<file path="src/rtl/fetch_pkg.sv">
// Shared widths, NOP encoding and entry layout for the fetch-to-decode queue.
package fetch_pkg;

  localparam int unsigned PC_W    = 8;
  localparam int unsigned INSTR_W = 32;

  localparam logic [INSTR_W-1:0] NOP_INSTR = 32'h0000_0013;

  typedef struct packed {
    logic [PC_W-1:0]    pc;
    logic [INSTR_W-1:0] instr;
  } fetch_entry_t;

endpackage

</file>
<file path="src/rtl/fetch_queue.sv">
// In-order instruction queue between fetch and decode with flush and a
// saturating count of flushed entries.
module fetch_queue
  import fetch_pkg::*;
#(
  parameter int unsigned DEPTH = 4
) (
  input  logic                       clk,
  input  logic                       reset,
  input  logic                       in_valid,
  input  logic [PC_W-1:0]            in_pc,
  input  logic [INSTR_W-1:0]         in_instr,
  output logic                       in_ready,
  output logic                       out_valid,
  output logic [PC_W-1:0]            out_pc,
  output logic [INSTR_W-1:0]         out_instr,
  input  logic                       out_ready,
  input  logic                       flush,
  output logic [$clog2(DEPTH+1)-1:0] count,
  output logic [7:0]                 flush_drops
);

  localparam int unsigned PTR_W = $clog2(DEPTH);
  localparam int unsigned CNT_W = $clog2(DEPTH + 1);
  localparam logic [CNT_W-1:0] FULL_CNT = CNT_W'(DEPTH);

  fetch_entry_t     mem_q [DEPTH];
  logic [PTR_W-1:0] wr_ptr_q, wr_ptr_d;
  logic [PTR_W-1:0] rd_ptr_q, rd_ptr_d;
  logic [CNT_W-1:0] count_q, count_d;
  logic [7:0]       drops_q, drops_d;
  logic [8:0]       drops_sum;
  logic             push, pop;
  fetch_entry_t     head;

  // Handshake qualifiers come only from the registered count.
  assign in_ready  = (count_q != FULL_CNT);
  assign out_valid = (count_q != '0);
  assign push      = in_valid && in_ready && !flush;
  assign pop       = out_valid && out_ready && !flush;
  assign head      = mem_q[rd_ptr_q];
  assign drops_sum = {1'b0, drops_q} + 9'(count_q);

  always_comb begin
    wr_ptr_d = wr_ptr_q;
    rd_ptr_d = rd_ptr_q;
    count_d  = count_q;
    drops_d  = drops_q;
    if (flush) begin
      wr_ptr_d = '0;
      rd_ptr_d = '0;
      count_d  = '0;
      drops_d  = drops_sum[8] ? 8'hff : drops_sum[7:0];
    end else begin
      if (push) wr_ptr_d = wr_ptr_q + PTR_W'(1);
      if (pop)  rd_ptr_d = rd_ptr_q + PTR_W'(1);
      unique case ({push, pop})
        2'b10:   count_d = count_q + CNT_W'(1);
        2'b01:   count_d = count_q - CNT_W'(1);
        default: count_d = count_q;
      endcase
    end
  end

  always_ff @(posedge clk or posedge reset) begin
    if (reset) begin
      wr_ptr_q <= '0;
      rd_ptr_q <= '0;
      count_q  <= '0;
      drops_q  <= '0;
    end else begin
      wr_ptr_q <= wr_ptr_d;
      rd_ptr_q <= rd_ptr_d;
      count_q  <= count_d;
      drops_q  <= drops_d;
    end
  end

  // Storage is not reset; out_valid gates everything read from it.
  always_ff @(posedge clk) begin
    if (push) mem_q[wr_ptr_q] <= '{pc: in_pc, instr: in_instr};
  end

  always_comb begin
    out_pc    = '0;
    out_instr = NOP_INSTR;
    if (out_valid) begin
      out_pc    = head.pc;
      out_instr = head.instr;
    end
  end

  assign count       = count_q;
  assign flush_drops = drops_q;

endmodule
</file>
<file path="config.mk">
export PLATFORM = sky130hd
export DESIGN_NAME = fetch_queue
export DESIGN_NICKNAME = d
export VERILOG_FILES = /design/src/rtl/fetch_pkg.sv /design/src/rtl/fetch_queue.sv
export SDC_FILE = /design/constraint.sdc
export NUM_CORES = 1
export LEC_CHECK = 0
export CELL_PAD_IN_SITES_DETAIL_PLACEMENT = 1
export CELL_PAD_IN_SITES_GLOBAL_PLACEMENT = 1
export CORE_ASPECT_RATIO = 0.6
export CORE_MARGIN = 5
export CORE_UTILIZATION = 40
export CTS_CLUSTER_DIAMETER = 150
export DETAILED_ROUTE_END_ITERATION = 8
export DONT_BUFFER_PORTS = 1
export PLACE_DENSITY_LB_ADDON = 0.1
export REMOVE_ABC_BUFFERS = 1
export SYNTH_ARGS = -nofsm -noshare
export SYNTH_HDL_FRONTEND = slang
export SYNTH_SLANG_ARGS = --single-unit
</file>
<file path="constraint.sdc">
create_clock -name clk -period 2.8 [get_ports clk]
set_input_delay 0.42 -clock clk [delete_from_list [all_inputs] [get_ports clk]]
set_output_delay 0.42 -clock clk [all_outputs]
set_load 0.01 [all_outputs]
</file>
==> qor.txt <==
Status -> complete, no violations
Peak VDD IR -> 0.458 mV
Seq/Total Area, Yosys -> 71.8%
Multi-input logic area -> 1850 µm²
Post-route cell area -> 8080 µm²
Metal-1 WL -> 6740 µm
Commonest non-fill, non-tap cells in the layout -> 160 x edfxtp_1, 39 x and2_1, 22 x mux4_2
Cell area power density -> 820 nW/µm²
Crit path required time -> 2.38 ns
Number of synthesized register bits -> 175
Site Rows -> 38
Clock Tree Root -> clkbuf_16
Relative slew slack -> 54.8%
Initial Util -> 40.3%
CP endpoint kind -> primary output
Wire length on met2 -> 6600 µm
Leakage power total -> 0.00266 µW
First-pass GRT wire length -> 22400 µm
Ys Warns -> 0
Clock skew -> 0.0142 ns
Die area -> 20900 µm²
CTS HTree Levels -> 4
GPL Wtd Cong -> 0.721
Routed len/inst -> 23.2 µm
Core footprint -> 17900 µm²
Antenna violations before repair -> 0
Die Width -> 183 µm
EDFF count, synth -> 160
Post-layout nets -> 434
Final hold vios -> 0
Grt ovf -> 0
Uppermost layer routed -> met4
Vias per Instance -> 5.33
Hpwl dp -> 8980 µm
Clock buffer depth -> 2
Design Power -> 6620 µW
IO Pins -> 98
CTS Buf Count -> 17
Endpoints failing setup -> 0
Max-Cap Viols -> 0
Die Y -> 114 µm
Setup TNS -> 0 ns
Post-route worst setup slack -> 0.208 ns
Drt pass-1 iters -> 4
Aggregate global-route resource usage -> 14.7%
CTS tree -> yes
Async SR Flop Fraction -> 8.57%
CP Data Arrival Time -> 2.17 ns
Post_cts resized -> 0
Fillers -> 1684
Max FO, Critical Path -> 23
Share of layout cells above drive strength 1 -> 18.8%
Vias -> 3375
IO Port Bufs -> 0
Hold Crit Class -> input port to register
Routed wire length -> 14700 µm
Worst hold margin -> 0.0609 ns
Synth cell types -> 49
Cell area after placement -> 7530 µm²
DR WL met3 -> 1230 µm
Layout area overhead -> 12.1%
CTS clk-pin slew, worst paths -> 0.07 ns
Post-synth top flop -> edfxtp_1
Largest net degree at the start of global routing -> 41
Drt initial violations -> 186
Worst-margin pin slew -> 0.677 ns
Post-route ant nets -> 0
Hold Buf Count CTS -> 1
Number of setup buffers added after CTS -> 0
# DRC -> 0
Minimum clock period -> 2.59 ns
Clock Sink Count -> 175
Fmax -> 386 MHz
N_diodes -> 0
Syn Area/Cell -> 19.5 µm²
Post-synthesis instance area -> 7210 µm²
RSZ-0062 raised after global routing -> no
Clock Latency Late Sink -> 0.42 ns
DP Worst Slack -> 0.551 ns
Crit start category -> register
Critical setup path kind -> register to primary output
Final Cycle Share -> 92.6%
Commonest non-fill, non-tap cell in the layout -> edfxtp_1
Post-Syn Instances -> 369
FF/Latch Area -> 5180 µm²
Vias in the first global route -> 3601
Final max-slew violation count -> 0
worst paths after layout:
kind | start | endpoint | slack (ns) | cells after the start
setup / recovery | rd_ptr_q[0]$_DFFE_PP0P_ | out_pc[7] | 0.21 | 3
hold / removal | flush | wr_ptr_q[0]$_DFFE_PP0P_ | 0.06 | 1
setup reg to reg | count[0]$_DFFE_PP0P_ | count[2]$_DFFE_PP0P_ | 0.56 | 7
hold reg to reg | wr_ptr_q[0]$_DFFE_PP0P_ | wr_ptr_q[0]$_DFFE_PP0P_ | 0.61 | 2
max in group asynchronous | reset | rd_ptr_q[1]$_DFFE_PP0P_ | 1.78 | 2
min in group asynchronous | reset | flush_drops[4]$_DFFE_PP0P_ | 0.54 | 2
cells by family (layout without fill, tap and decap cells):
family / Yosys count / in the layout / share of synthesized area [%]
flip-flops: 175 / 175 / 71.8
AND/OR/NAND/NOR: 79 / 79 / 6.59
multiplexers: 47 / 47 / 14.4
buffers and inverters: 30 / 54 / 2.57
AO/OA/AOI/OAI: 25 / 25 / 2.36
adder cells (fa/ha/maj): 9 / 9 / 1.77
XOR/XNOR: 4 / 4 / 0.486
cell usage after synthesis, drive strengths merged (2+ instances only):
cell    instances  area share [%]
dfrtp          15             5.2
edfxtp        160              67
a21oi           3            0.21
nor3            4            0.43
nand3           8            0.56
o21ai           6            0.42
buf            16             1.8
or2             3            0.26
ha              7             1.2
clkbuf          6            0.33
a211oi          2            0.21
inv             8            0.42
nor2            5            0.26
fa              2            0.56
mux2i           6            0.83
a31oi           2            0.17
and2           43             3.7
nand2           6            0.31
xor2            4            0.49
mux4           40              13
a41oi           2            0.24
state kept, by name, indices dropped and copies added (netlist names):
name,flops
rd_ptr_q,2
flush_drops,8
mem_q,160
wr_ptr_q,2
count,3
power breakdown:
| part | internal [µW] | switching [µW] |
|---|---|---|
| sequential | 3010 | 147 |
| clock | 1210 | 970 |
| combinational | 553 | 735 |
per-stage QoR:
stage               util, %  instances
finish                 45.2        633
floorplan                 -        347
global placement       42.1        600
CTS                    45.2        633
detailed placement     42.1        600
global route           45.2        633
metal layers:
layer / vias up / GRT usage, %
li1: 1508 / -
met1: 1780 / 19.5
met2: 77 / 21.3
met3: 10 / 7.20
met4: 0 / 4.76
met5: - / 0
layout make-up:
cell class	count	area share, %
flip-flops and latches	175	64.1
multi-input cells	164	22.9
clock buffers	17	5.26
well taps	240	3.72
repair buffers	14	2.11
clock inverters	15	1.50
inverters	8	0.372
worst max-delay path, cell delays in order (launching register included):
cell and delay, ns:
dfrtp_2 0.61, buf_12 0.27, mux4_1 0.62, and2_1 0.22
No activity file was read; power rests on OpenSTA's default activity.
